File: config.mk
export PLATFORM = sky130hd
export DESIGN_NAME = baccarat_round_ctrl_flat
export DESIGN_NICKNAME = d
export VERILOG_FILES = /design/src/rtl/baccarat_pkg.sv /design/src/rtl/baccarat_round_ctrl_if.sv /design/src/rtl/bank_draw_rule.sv /design/src/rtl/baccarat_round_ctrl.sv /design/src/flat_wrapper.sv
export SDC_FILE = /design/constraint.sdc
export NUM_CORES = 1
export LEC_CHECK = 0
export ABC_AREA = 1
export CORE_MARGIN = 5
export CORE_UTILIZATION = 50
export CTS_BUF_LIST = sky130_fd_sc_hd__clkbuf_16
export DETAILED_ROUTE_END_ITERATION = 8
export GPL_TIMING_DRIVEN = 0
export PLACE_DENSITY_LB_ADDON = 0.05
export SYNTH_ARGS = -nofsm -noshare
export SYNTH_HDL_FRONTEND = slang
export SYNTH_SLANG_ARGS = --single-unit
File: constraint.sdc
create_clock -name slow_clock -period 2.68 [get_ports slow_clock]
set_input_delay 0.268 -clock slow_clock [delete_from_list [all_inputs] [get_ports slow_clock]]
set_output_delay 0.268 -clock slow_clock [all_outputs]
set_load 0.05 [all_outputs]
File: src/rtl/baccarat_pkg.sv
`default_nettype none
// +--------------------------------------------------------------------------+
// | baccarat_pkg: round-controller states, draw thresholds, score reduction  |
// | Revision: 1.0                                                            |
// +--------------------------------------------------------------------------+
package baccarat_pkg;

   typedef enum logic [2:0] {
      ST_RESET  = 3'b000,
      ST_DEALP1 = 3'b001,
      ST_DEALD1 = 3'b010,
      ST_DEALP2 = 3'b011,
      ST_DEALD2 = 3'b100,
      ST_DEALP3 = 3'b101,
      ST_DEALD3 = 3'b110,
      ST_WINNER = 3'b111
   } state_t;

   localparam logic [3:0] NATURAL_SCORE   = 4'd8;
   localparam logic [3:0] PLAYER_DRAW_MAX = 4'd5;

   // Hand scores arrive as raw 0..15 sums; only the units digit matters.
   function automatic logic [3:0] reduce_score(input logic [3:0] s);
      return (s >= 4'd10) ? (s - 4'd10) : s;
   endfunction

endpackage
`default_nettype wire

File: src/rtl/baccarat_round_ctrl_if.sv
`default_nettype none
// +--------------------------------------------------------------------------+
// | baccarat_round_ctrl_if: controller <-> card datapath signals             |
// | Revision: 1.0                                                            |
// +--------------------------------------------------------------------------+
interface baccarat_round_ctrl_if;

   logic [3:0] pscore;
   logic [3:0] dscore;
   logic [3:0] pcard3;
   logic       load_pcard1;
   logic       load_pcard2;
   logic       load_pcard3;
   logic       load_dcard1;
   logic       load_dcard2;
   logic       load_dcard3;
   logic       clear_hand;

   modport master (
      input  pscore, dscore, pcard3,
      output load_pcard1, load_pcard2, load_pcard3,
      output load_dcard1, load_dcard2, load_dcard3,
      output clear_hand
   );

   modport slave (
      output pscore, dscore, pcard3,
      input  load_pcard1, load_pcard2, load_pcard3,
      input  load_dcard1, load_dcard2, load_dcard3,
      input  clear_hand
   );

endinterface
`default_nettype wire

File: src/rtl/bank_draw_rule.sv
`default_nettype none
// +--------------------------------------------------------------------------+
// | bank_draw_rule: banker third-card decision after the player has drawn    |
// | Revision: 1.0                                                            |
// +--------------------------------------------------------------------------+
module bank_draw_rule (
   input  logic [3:0] d,
   input  logic [3:0] pcard3,
   output logic       draw
);

   always_comb begin
      draw = 1'b0;
      case (d)
         4'd0, 4'd1, 4'd2: draw = 1'b1;
         4'd3:             draw = (pcard3 != 4'd8);
         4'd4:             draw = (pcard3 >= 4'd2) && (pcard3 <= 4'd7);
         4'd5:             draw = (pcard3 >= 4'd4) && (pcard3 <= 4'd7);
         4'd6:             draw = (pcard3 >= 4'd6) && (pcard3 <= 4'd7);
         default:          draw = 1'b0;
      endcase
   end

endmodule
`default_nettype wire

File: src/rtl/baccarat_round_ctrl.sv
`default_nettype none
// +--------------------------------------------------------------------------+
// | baccarat_round_ctrl: deal sequencing, result lights, tallies, auto-loop  |
// | Revision: 1.0                                                            |
// +--------------------------------------------------------------------------+
module baccarat_round_ctrl
   import baccarat_pkg::*;
#(
   parameter int TALLY_W     = 8,
   parameter int HOLD_CYCLES = 3
) (
   input  logic                   slow_clock,
   input  logic                   resetb,
   input  logic                   auto_mode,
   input  logic                   tally_clear,
   baccarat_round_ctrl_if.master  dp,
   output logic                   player_win_light,
   output logic                   dealer_win_light,
   output logic                   round_done,
   output logic [TALLY_W-1:0]     player_tally,
   output logic [TALLY_W-1:0]     dealer_tally,
   output logic [TALLY_W-1:0]     tie_tally,
   output logic [2:0]             present_state
);

   localparam int                DWELL_W    = $clog2(HOLD_CYCLES + 1);
   localparam logic [DWELL_W-1:0] DWELL_MAX  = DWELL_W'(HOLD_CYCLES);
   localparam logic [DWELL_W-1:0] DWELL_LAST = DWELL_W'(HOLD_CYCLES - 1);

   state_t               state;
   logic [DWELL_W-1:0]   dwell;
   logic [3:0]           p;
   logic [3:0]           d;
   logic                 bank_draw;
   logic                 in_winner;
   logic                 restart;

   assign p         = reduce_score(dp.pscore);
   assign d         = reduce_score(dp.dscore);
   assign in_winner = (state == ST_WINNER);
   // dwell reads 0 on the first WINNER cycle, so the last one is HOLD_CYCLES-1.
   assign restart   = in_winner && auto_mode && (dwell >= DWELL_LAST);

   bank_draw_rule u_bank_draw_rule (
      .d      (d),
      .pcard3 (dp.pcard3),
      .draw   (bank_draw)
   );

   always_ff @(posedge slow_clock or negedge resetb) begin
      if (!resetb) begin
         state <= ST_RESET;
      end else begin
         case (state)
            ST_RESET:  state <= ST_DEALP1;
            ST_DEALP1: state <= ST_DEALD1;
            ST_DEALD1: state <= ST_DEALP2;
            ST_DEALP2: state <= ST_DEALD2;
            ST_DEALD2: begin
               if ((p >= NATURAL_SCORE) || (d >= NATURAL_SCORE))
                  state <= ST_WINNER;
               else if (p <= PLAYER_DRAW_MAX)
                  state <= ST_DEALP3;
               else if (d <= PLAYER_DRAW_MAX)
                  state <= ST_DEALD3;
               else
                  state <= ST_WINNER;
            end
            ST_DEALP3: state <= bank_draw ? ST_DEALD3 : ST_WINNER;
            ST_DEALD3: state <= ST_WINNER;
            ST_WINNER: if (restart) state <= ST_DEALP1;
            default:   state <= ST_RESET;
         endcase
      end
   end

   always_ff @(posedge slow_clock or negedge resetb) begin
      if (!resetb)
         dwell <= '0;
      else if (!in_winner)
         dwell <= '0;
      else if (dwell != DWELL_MAX)
         dwell <= dwell + DWELL_W'(1);
   end

   always_ff @(posedge slow_clock or negedge resetb) begin
      if (!resetb) begin
         player_tally <= '0;
         dealer_tally <= '0;
         tie_tally    <= '0;
      end else if (tally_clear) begin
         player_tally <= '0;
         dealer_tally <= '0;
         tie_tally    <= '0;
      end else if (round_done) begin
         if (p > d) begin
            if (player_tally != {TALLY_W{1'b1}})
               player_tally <= player_tally + TALLY_W'(1);
         end else if (d > p) begin
            if (dealer_tally != {TALLY_W{1'b1}})
               dealer_tally <= dealer_tally + TALLY_W'(1);
         end else begin
            if (tie_tally != {TALLY_W{1'b1}})
               tie_tally <= tie_tally + TALLY_W'(1);
         end
      end
   end

   always_comb begin
      dp.load_pcard1 = 1'b0;
      dp.load_dcard1 = 1'b0;
      dp.load_pcard2 = 1'b0;
      dp.load_dcard2 = 1'b0;
      dp.load_pcard3 = 1'b0;
      dp.load_dcard3 = 1'b0;
      case (state)
         ST_DEALP1: dp.load_pcard1 = 1'b1;
         ST_DEALD1: dp.load_dcard1 = 1'b1;
         ST_DEALP2: dp.load_pcard2 = 1'b1;
         ST_DEALD2: dp.load_dcard2 = 1'b1;
         ST_DEALP3: dp.load_pcard3 = 1'b1;
         ST_DEALD3: dp.load_dcard3 = 1'b1;
         default:   ;
      endcase
   end

   assign player_win_light = in_winner && (p >= d);
   assign dealer_win_light = in_winner && (d >= p);
   assign round_done       = in_winner && (dwell == '0);
   assign dp.clear_hand    = restart;
   assign present_state    = state;

endmodule
`default_nettype wire

File: src/flat_wrapper.sv
// flat-port wrapper written by rule: the top's interface ports become plain ports
module baccarat_round_ctrl_flat import baccarat_pkg::*;
#(
   parameter int TALLY_W     = 8,
   parameter int HOLD_CYCLES = 3
)
  (slow_clock, resetb, auto_mode, tally_clear, player_win_light, dealer_win_light, round_done, player_tally, dealer_tally, tie_tally, present_state, dp_pscore, dp_dscore, dp_pcard3, dp_load_pcard1, dp_load_pcard2, dp_load_pcard3, dp_load_dcard1, dp_load_dcard2, dp_load_dcard3, dp_clear_hand);
  baccarat_round_ctrl_if dp_i ();
  input  logic slow_clock;
  input  logic resetb;
  input  logic auto_mode;
  input  logic tally_clear;
  output logic player_win_light;
  output logic dealer_win_light;
  output logic round_done;
  output logic [TALLY_W-1:0] player_tally;
  output logic [TALLY_W-1:0] dealer_tally;
  output logic [TALLY_W-1:0] tie_tally;
  output logic [2:0] present_state;
  input wire logic [$bits(dp_i.pscore)-1:0] dp_pscore;
  input wire logic [$bits(dp_i.dscore)-1:0] dp_dscore;
  input wire logic [$bits(dp_i.pcard3)-1:0] dp_pcard3;
  output wire logic [$bits(dp_i.load_pcard1)-1:0] dp_load_pcard1;
  output wire logic [$bits(dp_i.load_pcard2)-1:0] dp_load_pcard2;
  output wire logic [$bits(dp_i.load_pcard3)-1:0] dp_load_pcard3;
  output wire logic [$bits(dp_i.load_dcard1)-1:0] dp_load_dcard1;
  output wire logic [$bits(dp_i.load_dcard2)-1:0] dp_load_dcard2;
  output wire logic [$bits(dp_i.load_dcard3)-1:0] dp_load_dcard3;
  output wire logic [$bits(dp_i.clear_hand)-1:0] dp_clear_hand;
  assign dp_i.pscore = dp_pscore;
  assign dp_i.dscore = dp_dscore;
  assign dp_i.pcard3 = dp_pcard3;
  assign dp_load_pcard1 = dp_i.load_pcard1;
  assign dp_load_pcard2 = dp_i.load_pcard2;
  assign dp_load_pcard3 = dp_i.load_pcard3;
  assign dp_load_dcard1 = dp_i.load_dcard1;
  assign dp_load_dcard2 = dp_i.load_dcard2;
  assign dp_load_dcard3 = dp_i.load_dcard3;
  assign dp_clear_hand = dp_i.clear_hand;
  baccarat_round_ctrl #(.TALLY_W(TALLY_W), .HOLD_CYCLES(HOLD_CYCLES)) u_core (.slow_clock(slow_clock), .resetb(resetb), .auto_mode(auto_mode), .tally_clear(tally_clear), .dp(dp_i), .player_win_light(player_win_light), .dealer_win_light(dealer_win_light), .round_done(round_done), .player_tally(player_tally), .dealer_tally(dealer_tally), .tie_tally(tie_tally), .present_state(present_state));
endmodule
== Yosys cells after proc, flatten, opt, wreduce, memory -nomap -nowiden ==
Index checks and enable logic that the tools add are counted.

* Add/sub/neg operators: 6
* $lt $le $gt $ge: 15
* Equality and inequality tests: 22
* Multiplexer cells: 31
* Reductions and logical operators: 22

{| class="wikitable"
|+ Operators by type and width
! kind !! number
|-
| 8-bit two-way mux || 14
|-
| 8-bit by 1-bit adder with 8-bit output, second input constant || 3
|-
| 8-bit inequality test, second input constant || 3
|-
| 3-bit one-hot mux with 8 select lines || 1
|-
| 4-bit greater-or-equal comparator, second input constant || 4
|-
| 3-bit equality test, second input constant || 4
|-
| 4-bit by 3-bit equality test with 1-bit output, second input constant || 3
|-
| 4-bit by 3-bit <= comparator with 1-bit output, second input constant || 3
|-
| 2-bit nonzero test || 6
|-
| 2-bit inequality test, second input constant || 5
|-
| 3-bit two-way mux || 3
|-
| 4-bit by 2-bit equality test with 1-bit output, second input constant || 2
|-
| 4-bit by 3-bit greater-or-equal comparator with 1-bit output, second input constant || 2
|-
| 4-bit greater-or-equal comparator || 2
|-
| 4-bit greater-than comparator || 2
|-
| 1-bit logical AND || 8
|-
| 1-bit two-way mux || 8
|-
| 4-bit two-way mux || 2
|-
| 4-bit AND reduction || 2
|-
| 4-bit subtractor, second input constant || 2
|-
| 3-bit by 2-bit equality test with 1-bit output, second input constant || 2
|-
| 1-bit one-hot mux with 5 select lines || 1
|-
| 4-bit by 1-bit equality test with 1-bit output, second input constant || 1
|-
| 4-bit by 2-bit greater-or-equal comparator with 1-bit output, second input constant || 1
|-
| 11 further kinds || 12
|}

* Bits in registers: 29
* Output and inout bits: 37
* Word-level logic and storage cells: 101

== Depth between registers and ports, before layout ==
Gate-level depths: netlist (run 1).

* Depth after elaboration: 7
* Depth in mapped cells: 16
* Depth with buffers taken out: 16

== Hierarchy ==
Synthesis (run 1) repeated with hierarchy kept, for this count alone.

* Cells, all modules: 320
* Area total of the unflattened synthesis: 2329.7 µm²

{| class="wikitable"
|+ Modules (own cells, without submodules)
! module !! times used !! cells an instance !! area each (µm²) !! seq. area each (µm²)
|-
| baccarat_round_ctrl || 1 || 304 || 2259.7 || 725.7
|-
| bank_draw_rule || 1 || 16 || 70.1 || 0.0
|}

== Worst setup path after synthesis (run 1) ==
Ideal clock, no wire load.

* Path type: input-to-output
* Start point: input port dp_pscore[2]
* End point: output port dealer_win_light
* Arrival time: 2.501 ns
* Path slack: -0.089 ns
* Cell stages on the path: 12
* Path buffers: 1
* Path through: inv_1 > ha_1 > nand2_1 > nand2_1 > nand2_1 > o21ai_0 > inv_1 > ha_1 > a21oi_1 > nand2_4 > buf_6 > a21oi_1

* Cells in the longest elaborated chain, start to end: 4

{| class="wikitable"
|+ Ends and longest elaborated chain
! what !! RTL line !! text
|-
| start: declaration || flat_wrapper.sv:20 || <nowiki>input wire logic [$bits(dp_i.pscore)-1:0] dp_pscore;</nowiki>
|-
| 4-bit subtractor / 4-bit greater-or-equal comparator (equally long branches) || baccarat_pkg.sv:24 || <nowiki>return (s >= 4'd10) ? (s - 4'd10) : s;</nowiki>
|-
| 4-bit two-way mux * || baccarat_pkg.sv:24 ||
|-
| 4-bit greater-or-equal comparator * || baccarat_round_ctrl.sv:128 || <nowiki>assign dealer_win_light = in_winner && (d >= p);</nowiki>
|-
| 1-bit logical AND * || baccarat_round_ctrl.sv:128 ||
|-
| end: declaration || flat_wrapper.sv:14 || <nowiki>output logic dealer_win_light;</nowiki>
|}

Every way passes the cells marked *; elsewhere a longest branch is shown, timed or not.

== Worst setup path in the final report (run 1) ==
* Start point: input port dp_pscore[2]
* End point: output port player_win_light

* Cells in the longest elaborated chain, start to end: 4

{| class="wikitable"
|+ Ends and longest elaborated chain
! what !! RTL line !! text
|-
| 4-bit subtractor / 4-bit greater-or-equal comparator (equally long branches) || baccarat_pkg.sv:24 ||
|-
| 4-bit two-way mux * || baccarat_pkg.sv:24 ||
|-
| 4-bit greater-or-equal comparator * || baccarat_round_ctrl.sv:127 || <nowiki>assign player_win_light = in_winner && (p >= d);</nowiki>
|-
| 1-bit logical AND * || baccarat_round_ctrl.sv:127 ||
|-
| end: declaration || flat_wrapper.sv:13 || <nowiki>output logic player_win_light;</nowiki>
|}

Marked as above.

==> metrics.txt, run 1 <==
# TYPE chip_impl_metric gauge
chip_impl_info{name="run_status",value="finished, final reports clean"} 1
chip_impl_metric{name="h-tree-depth",unit=""} 2
chip_impl_metric{name="initial_core_util",unit="%"} 51.9
chip_impl_metric{name="path_buf_inv",unit=""} 5
chip_impl_info{name="family_of_cells_with_the_greatest_summed_delay_on_the_critical_path",value="buffers and inverters"} 1
chip_impl_metric{name="post_route_cells_drive_above_1_share",unit="%"} 17.5
chip_impl_metric{name="cp.arrival",unit="ns"} 2.25
chip_impl_metric{name="routed_antenna_nets",unit=""} 0
chip_impl_info{name="cts_tree",value="yes"} 1
chip_impl_info{name="crit-reg2reg-launch",value="u_core.dealer_tally[0]"} 1
chip_impl_metric{name="clock_tree.buffer_depth",unit=""} 2
chip_impl_metric{name="grt_pass1_vias",unit=""} 2230
chip_impl_metric{name="period_utilisation_layout",unit="%"} 93.9
chip_impl_metric{name="die_height",unit="um"} 77.5
chip_impl_info{name="critical_path.startpoint_type",value="input pin"} 1
chip_impl_metric{name="synth.yosys.seq_area_share",unit="%"} 31.9
chip_impl_info{name="clockRootBuffer",value="clkbuf_16"} 1
chip_impl_metric{name="r2r.worst_path.cells",unit=""} 8
chip_impl_info{name="hold_class",value="in2async"} 1
chip_impl_metric{name="design.final.nets",unit=""} 387
chip_impl_metric{name="tightest_slew",unit="ns"} 0.679
chip_impl_metric{name="worst_hold_slack",unit="ns"} 0.0346
chip_impl_metric{name="final.setup_skew",unit="ns"} 0.00483
chip_impl_metric{name="cts_hold_buffers",unit=""} 0
chip_impl_info{name="crit_end",value="player_win_light"} 1
chip_impl_metric{name="synth_seq_cells",unit=""} 29
chip_impl_metric{name="post_synth_instance_area",unit="mm^2"} 0.00228
chip_impl_info{name="r2r-end",value="u_core.dealer_tally[2]"} 1
chip_impl_metric{name="overflow_after_grt",unit=""} 0
chip_impl_metric{name="slew-limit-headroom",unit="%"} 54.7
chip_impl_metric{name="yosysWarnings",unit=""} 0
chip_impl_metric{name="clkSinkCount",unit=""} 29
chip_impl_metric{name="timing.fmax",unit="GHz"} 0.397
chip_impl_metric{name="critical_path_peak_fanout",unit=""} 4
chip_impl_metric{name="synth_cells",unit=""} 296
chip_impl_metric{name="clk_transition_reported_paths",unit="ns"} 0.05
chip_impl_info{name="unrepaired_setup_endpoints_after_global_routing",value="no"} 1
chip_impl_metric{name="maxCapViolCount",unit=""} 0
chip_impl_metric{name="drt_pass1_iterations",unit=""} 6
chip_impl_metric{name="grt_util_all_layers",unit="%"} 19.3
chip_impl_info{name="crit_path_cell_trace",value="dlygate4sd2_1 > inv_1 > ha_2 > nand2_1 > nand2_1 > nand2_2 > o21ai_2 > inv_2 > ha_4 > nand2_1 > a21oi_4 > nand2_4 > nand3_1 > nand2_1 > inv_1 > buf_6"} 1
chip_impl_metric{name="grt_pass1_wl",unit="um"} 9760
chip_impl_metric{name="area_enclosed_by_the_die_boundary",unit="mm^2"} 0.00600
chip_impl_metric{name="fp.dieW",unit="um"} 77.5
chip_impl_metric{name="antenna_violations_before_repair",unit=""} 0
chip_impl_metric{name="power_density",unit="mW/mm^2"} 735
chip_impl_metric{name="timing.final.crit_period",unit="ns"} 2.52
chip_impl_metric{name="worst_ir_drop_vdd",unit="V"} 0.000487
chip_impl_metric{name="detail_route.wirelength",unit="um"} 5500
chip_impl_metric{name="cp_num_cells",unit=""} 16
chip_impl_metric{name="row_count",unit=""} 24
chip_impl_metric{name="worstPathRequired",unit="ns"} 2.41
chip_impl_metric{name="dr_total_vias",unit=""} 2177
chip_impl_metric{name="detailedRoute.firstIterationViolations",unit=""} 109
chip_impl_metric{name="clock_latency",unit="ns"} 0.27
chip_impl_info{name="worst_path_max_delay_cell",value="ha_4"} 1
chip_impl_metric{name="avgSynthCellArea",unit="um^2"} 7.69
chip_impl_info{name="worst_setup_path_end_kind",value="primary output"} 1
chip_impl_info{name="cp_common_cell",value="nand2_1"} 1
chip_impl_metric{name="syn-num-nets",unit=""} 325
chip_impl_info{name="criticalPathCategory",value="in2out"} 1
chip_impl_metric{name="diodes",unit=""} 0
chip_impl_info{name="worstSetupStartpoint",value="dp_pscore[2]"} 1
chip_impl_metric{name="core-area",unit="mm^2"} 0.00438
chip_impl_metric{name="yosys.cell_types.count",unit=""} 38
chip_impl_metric{name="hold_viol_final",unit=""} 0
chip_impl_metric{name="fin_tns_setup",unit="ns"} 0
chip_impl_info{name="most_common_library_cell_in_the_layout_ignoring_fill_and_taps",value="nand2_1"} 1
chip_impl_info{name="layout_common_cells",value="74 x nand2_1, 44 x clkdlybuf4s50_1, 29 x nand3_1, 29 x dfrtp_1, 28 x nor2_1"} 1
chip_impl_metric{name="dpl.hpwl",unit="um"} 4060
chip_impl_metric{name="area_delta_synth_final",unit="%"} 35.2
chip_impl_metric{name="mean_number_of_vias_per_cell",unit=""} 5.30
chip_impl_metric{name="p_leak",unit="nW"} 1.51
chip_impl_metric{name="routabilityCongestion",unit=""} 0.803
chip_impl_metric{name="maxSlewViolCount",unit=""} 0
chip_impl_metric{name="tritoncts.num_buffers",unit=""} 5
chip_impl_metric{name="wl_per_cell",unit="um"} 13.4
chip_impl_metric{name="timing.reg2reg.setup_slack",unit="ns"} 0.88
chip_impl_metric{name="finalSetupViolations",unit=""} 0
chip_impl_metric{name="floorplan.io_pins",unit=""} 53
chip_impl_metric{name="cpPeakStageDelay",unit="ns"} 0.28
chip_impl_metric{name="buffer_ports.inserted",unit=""} 52
chip_impl_metric{name="detail_route.drc_violations",unit=""} 0
chip_impl_metric{name="maximum_number_of_pins_on_one_net_before_global_route_repair",unit=""} 30
## how the worst min path moves through the flow
stage / from / endpoint / slack (ns) / cells past startpoint
floorplan: resetb / u_core.dealer_tally[0] / -0.03 / 0
global placement: u_core.dwell[0] / u_core.dwell[0] / 0.54 / 2
detailed placement: u_core.dwell[0] / u_core.dwell[0] / 0.56 / 2
CTS: u_core.dwell[0] / u_core.dwell[0] / 0.56 / 2
global route: resetb / u_core.player_tally[5] / 0.09 / 1
finish: resetb / u_core.player_tally[5] / 0.03 / 1
## metal layers
layer	vias to the layer above	track usage (%)	wire (um)	share of wire, %
li1	1098	-	-	-
met2	50	33.8	2700	49
met5	-	0	0	0
met4	0	5.84	89	1.6
met1	1018	23.5	2460	45
met3	11	4.40	246	4.5
## through the flow
step	worst slack (ns)	utilization, %	area [um^2]	cells	total power, mW
final	0.163	70.2	3080	411	2.26
after global routing	0.0267	70.2	3080	411	2.39
after CTS	0.00450	69.9	3060	411	2.27
after detailed placement	-1.03	65.4	2870	400	1.72
after global placement	-0.970	65.4	2870	400	1.70
after floorplan	0.184	-	2280	296	1.37
## timing repair
item                       in CTS  in global routing
setup endpoints to repair       3                 10
pin swaps                       3                  1
resized for setup              23                  9
cloned                          0                  0
buffers inserted                4                  0
hold endpoints to repair        0                  0
## power by group
| part | leakage (nW) | internal [mW] | switching [mW] | total [mW] |
|---|---|---|---|---|
| clock network | 0.0687 | 0.334 | 0.183 | 0.517 |
| logic | 1.05 | 0.374 | 0.781 | 1.16 |
| registers | 0.391 | 0.501 | 0.0878 | 0.589 |
## synth_stat cells (all sizes together)
cell type / instances / share of area [%]
or2: 2 / 0.55
xor2: 10 / 3.8
inv: 28 / 4.6
a21boi: 2 / 0.66
o21bai: 1 / 0.33
nand3b: 2 / 0.66
nor2: 31 / 6.3
and2: 1 / 0.28
o21ai: 8 / 1.9
nor3b: 2 / 0.66
clkbuf: 2 / 0.33
o211ai: 2 / 0.66
nor3: 4 / 0.88
a31oi: 1 / 0.28
dfrtp: 29 / 32
nand2: 90 / 18
xnor2: 5 / 1.9
buf: 3 / 1.0
nand3: 43 / 13
nand4: 11 / 3.0
a21oi: 5 / 1.6
ha: 13 / 7.1
clkinv: 1 / 0.16
## state kept, by name, summed over array words and instances, names as in the netlist
name,count
u_core.tie_tally,8
u_core.dealer_tally,8
u_core.dwell,2
u_core.present_state,3
u_core.player_tally,8
## cell type report
| type | count | area [um^2] |
|---|---|---|
| Clock inverter | 3 | 12.5 |
| Buffer | 4 | 20.0 |
| Inverter | 29 | 109 |
| Clock buffer | 5 | 125 |
| Sequential cell | 29 | 726 |
| Fill cell | 368 | 1310 |
| Multi-Input combinational cell | 233 | 1470 |
| Timing Repair Buffer | 56 | 553 |
| Tap cell | 52 | 65.1 |
## cell families after synthesis
family / count (synthesis) / synth area share, %
AND/OR/NAND/NOR: 186 / 43.6
buffers and inverters: 34 / 6.16
flip-flops: 29 / 31.9
AO/OA/AOI/OAI: 19 / 5.44
XOR/XNOR: 15 / 5.77
adder cells (fa/ha/maj): 13 / 7.15
No activity file was read; power rests on OpenSTA's default activity.
==> run 2, diff against run 1 <==
Clock period 2.68 ns to 3.15 ns, I/O delays scaled along.
==> metrics.txt, run 2 (synthesis gave the netlist of run 1 again) <==
# TYPE chip_impl_metric gauge
chip_impl_metric{name="hold_viol_final",unit=""} 0
chip_impl_metric{name="grt_pass1_wl",unit="um"} 8960
chip_impl_metric{name="floorplan.io_pins",unit=""} 53
chip_impl_info{name="layout_common_cells",value="76 x nand2_1, 47 x clkdlybuf4s50_1, 29 x nand3_1, 29 x dfrtp_1, 28 x nor2_1"} 1
chip_impl_info{name="criticalPathCategory",value="in2out"} 1
chip_impl_metric{name="grt_util_all_layers",unit="%"} 17.9
chip_impl_info{name="highest_signal_layer",value="met4"} 1
chip_impl_info{name="cp_common_cell",value="ha_1"} 1
chip_impl_metric{name="diodes",unit=""} 0
chip_impl_info{name="family_of_cells_with_the_greatest_summed_delay_on_the_critical_path",value="buffers and inverters"} 1
chip_impl_metric{name="power_switching",unit="uW"} 878
chip_impl_metric{name="drt_pass1_iterations",unit=""} 4
chip_impl_metric{name="overflow_after_grt",unit=""} 0
chip_impl_metric{name="slew-limit-headroom",unit="%"} 55.1
chip_impl_metric{name="p_leak",unit="nW"} 1.48
chip_impl_info{name="clockRootBuffer",value="clkbuf_16"} 1
chip_impl_info{name="crit_path_cell_trace",value="clkdlybuf4s50_1 > inv_2 > ha_1 > inv_1 > o21ai_2 > ha_1 > nand2_1 > a21oi_4 > nand2_2 > nand2_4 > buf_6 > a21oi_1 > buf_4"} 1
chip_impl_metric{name="detail_route.wirelength",unit="um"} 5210
chip_impl_metric{name="tritoncts.num_buffers",unit=""} 5
chip_impl_metric{name="tightest_slew",unit="ns"} 0.673
chip_impl_metric{name="routed_antenna_nets",unit=""} 0
chip_impl_metric{name="dpl.hpwl",unit="um"} 3970
chip_impl_info{name="cts_tree",value="yes"} 1
chip_impl_metric{name="wl_per_cell",unit="um"} 12.8
chip_impl_metric{name="buffer_ports.inserted",unit=""} 52
chip_impl_info{name="most_common_library_cell_in_the_layout_ignoring_fill_and_taps",value="nand2_1"} 1
chip_impl_metric{name="initial_core_util",unit="%"} 51.9
chip_impl_metric{name="clock_power_share",unit="%"} 23.6
chip_impl_metric{name="length_of_routed_met3_wiring",unit="um"} 242
chip_impl_metric{name="power_density",unit="mW/mm^2"} 629
chip_impl_metric{name="maximum_number_of_pins_on_one_net_before_global_route_repair",unit=""} 30
chip_impl_metric{name="routed-wl-met2",unit="um"} 2400
chip_impl_metric{name="clock_latency",unit="ns"} 0.28
chip_impl_metric{name="design.final.nets",unit=""} 384
chip_impl_info{name="worst_path_max_delay_cell",value="clkdlybuf4s50_1"} 1
chip_impl_metric{name="power.share.sequential",unit="%"} 26.5
chip_impl_metric{name="antenna_violations_before_repair",unit=""} 0
chip_impl_metric{name="row_count",unit=""} 24
chip_impl_metric{name="post_route_cells_drive_above_1_share",unit="%"} 14.9
chip_impl_metric{name="clock_tree.buffer_depth",unit=""} 2
chip_impl_metric{name="cellInternalPower",unit="mW"} 1.01
chip_impl_info{name="worst_setup_path_end_kind",value="primary output"} 1
chip_impl_metric{name="detailedRoute.firstIterationViolations",unit=""} 109
chip_impl_metric{name="cp.arrival",unit="ns"} 2.63
chip_impl_metric{name="maxCapViolCount",unit=""} 0
chip_impl_metric{name="grt_pass1_vias",unit=""} 1967
chip_impl_metric{name="cts_hold_buffers",unit=""} 0
chip_impl_metric{name="maxSlewViolCount",unit=""} 0
chip_impl_metric{name="core-area",unit="mm^2"} 0.00438
chip_impl_info{name="critical_path.startpoint_type",value="input pin"} 1
chip_impl_metric{name="place_inst",unit=""} 400
chip_impl_metric{name="finalCoreUtilization",unit="%"} 68.5
chip_impl_metric{name="dr_total_vias",unit=""} 2104
chip_impl_metric{name="layoutNonFillerInstCount",unit=""} 408
chip_impl_metric{name="fp.dieW",unit="um"} 77.5
chip_impl_metric{name="worst_hold_slack",unit="ns"} 0.0748
chip_impl_metric{name="area_enclosed_by_the_die_boundary",unit="mm^2"} 0.00600
chip_impl_metric{name="cts_post_setup_buffers_inserted",unit=""} 0
chip_impl_metric{name="cpPeakStageDelay",unit="ns"} 0.56
chip_impl_metric{name="worst_ir_drop_vdd",unit="V"} 0.000571
chip_impl_metric{name="gate_power_share",unit="%"} 49.9
chip_impl_metric{name="finalPower",unit="mW"} 1.89
chip_impl_info{name="reg_top3",value="u_core.dealer_tally: 8 flops, u_core.player_tally: 8 flops, u_core.tie_tally: 8 flops"} 1
chip_impl_metric{name="timing.fmax",unit="GHz"} 0.339
chip_impl_metric{name="fin_tns_setup",unit="ns"} 0
chip_impl_metric{name="h-tree-depth",unit=""} 2
chip_impl_metric{name="clk_transition_reported_paths",unit="ns"} 0.05
chip_impl_info{name="run_status",value="finished, final reports clean"} 1
chip_impl_metric{name="path_buf_inv",unit=""} 5
chip_impl_metric{name="timing.final.crit_period",unit="ns"} 2.95
chip_impl_metric{name="finalSetupViolations",unit=""} 0
chip_impl_metric{name="final.setup_skew",unit="ns"} 0.00230
chip_impl_metric{name="route.layer.met1.wl",unit="um"} 2490
chip_impl_info{name="hold_class",value="in2async"} 1
chip_impl_metric{name="area_delta_synth_final",unit="%"} 31.9
chip_impl_metric{name="period_utilisation_layout",unit="%"} 93.5
chip_impl_info{name="unrepaired_setup_endpoints_after_global_routing",value="no"} 1
chip_impl_metric{name="worstPathRequired",unit="ns"} 2.83
chip_impl_metric{name="fill_cell_count",unit=""} 382
chip_impl_metric{name="detail_route.drc_violations",unit=""} 0
chip_impl_metric{name="routabilityCongestion",unit=""} 0.892
chip_impl_metric{name="die_height",unit="um"} 77.5
chip_impl_metric{name="critical_path_peak_fanout",unit=""} 10
chip_impl_metric{name="clkSinkCount",unit=""} 29
chip_impl_metric{name="mean_number_of_vias_per_cell",unit=""} 5.16
chip_impl_metric{name="netSwitchingFraction",unit="%"} 46.5
[run 2: changes by cell type in the layout (fill, tap and decap cells not counted), moves of 2 or more]
cell	delta
inv_1	+2
ha_1	+2
buf_4	-3
nand2_1	+2
dlygate4sd2_1	-2
inv_2	-2
clkdlybuf4s50_1	+3
[run 2: final timing paths]
path | startpoint | to | slack [ns] | cells past startpoint
max in group asynchronous | resetb | u_core.dealer_tally[0] | 2.64 | 1
worst min register to register | u_core.dwell[0] | u_core.dwell[0] | 0.55 | 2
min in group slow_clock | u_core.dwell[0] | u_core.dwell[0] | 0.55 | 2
worst max-delay path | dp_dscore[1] | dealer_win_light | 0.20 | 13
worst min-delay path | resetb | u_core.player_tally[3] | 0.07 | 1
worst max register to register | u_core.dealer_tally[0] | u_core.dealer_tally[7] | 1.34 | 8
[run 2: per-layer routing]
layer  GRT usage, %  vias up
met5              0        -
met4           5.67        0
met3           3.82        9
met2           28.4       42
met1           24.4      961
li1               -     1092
[run 2: through the flow]
step	worst slack [ns]	area, um^2
floorplan	0.287	2280
global placement	-0.634	2860
detailed placement	-0.648	2860
CTS	0.0442	3000
global route	0.0299	3000
finish	0.204	3000
[run 2: layout make-up]
type	instances	area [um^2]	area share, %
tap	52	65.1	2.17
multi-input combinational	233	1420	47.3
inverter	29	109	3.62
sequential	29	726	24.2
clock buffer	5	125	4.17
buffer	5	31.3	1.04
timing repair buffer	52	513	17.1
clock inverter	3	12.5	0.417
[run 2: repair_timing]
item                       in CTS  in global routing
pin swaps                       0                  0
setup endpoints to repair       2                  2
gates resized for setup        12                  6
[run 2: power by group through the flow]
stage | clock, mW | sequential, mW | combinational, mW
6_report | 0.446 | 0.500 | 0.943
5_1_grt | 0.471 | 0.513 | 1.02
4_1_cts | 0.454 | 0.500 | 0.951
3_5_place_dp | 0 | 0.506 | 0.951
3_3_place_gp | 0 | 0.505 | 0.944
2_1_floorplan | 0 | 0.646 | 0.518
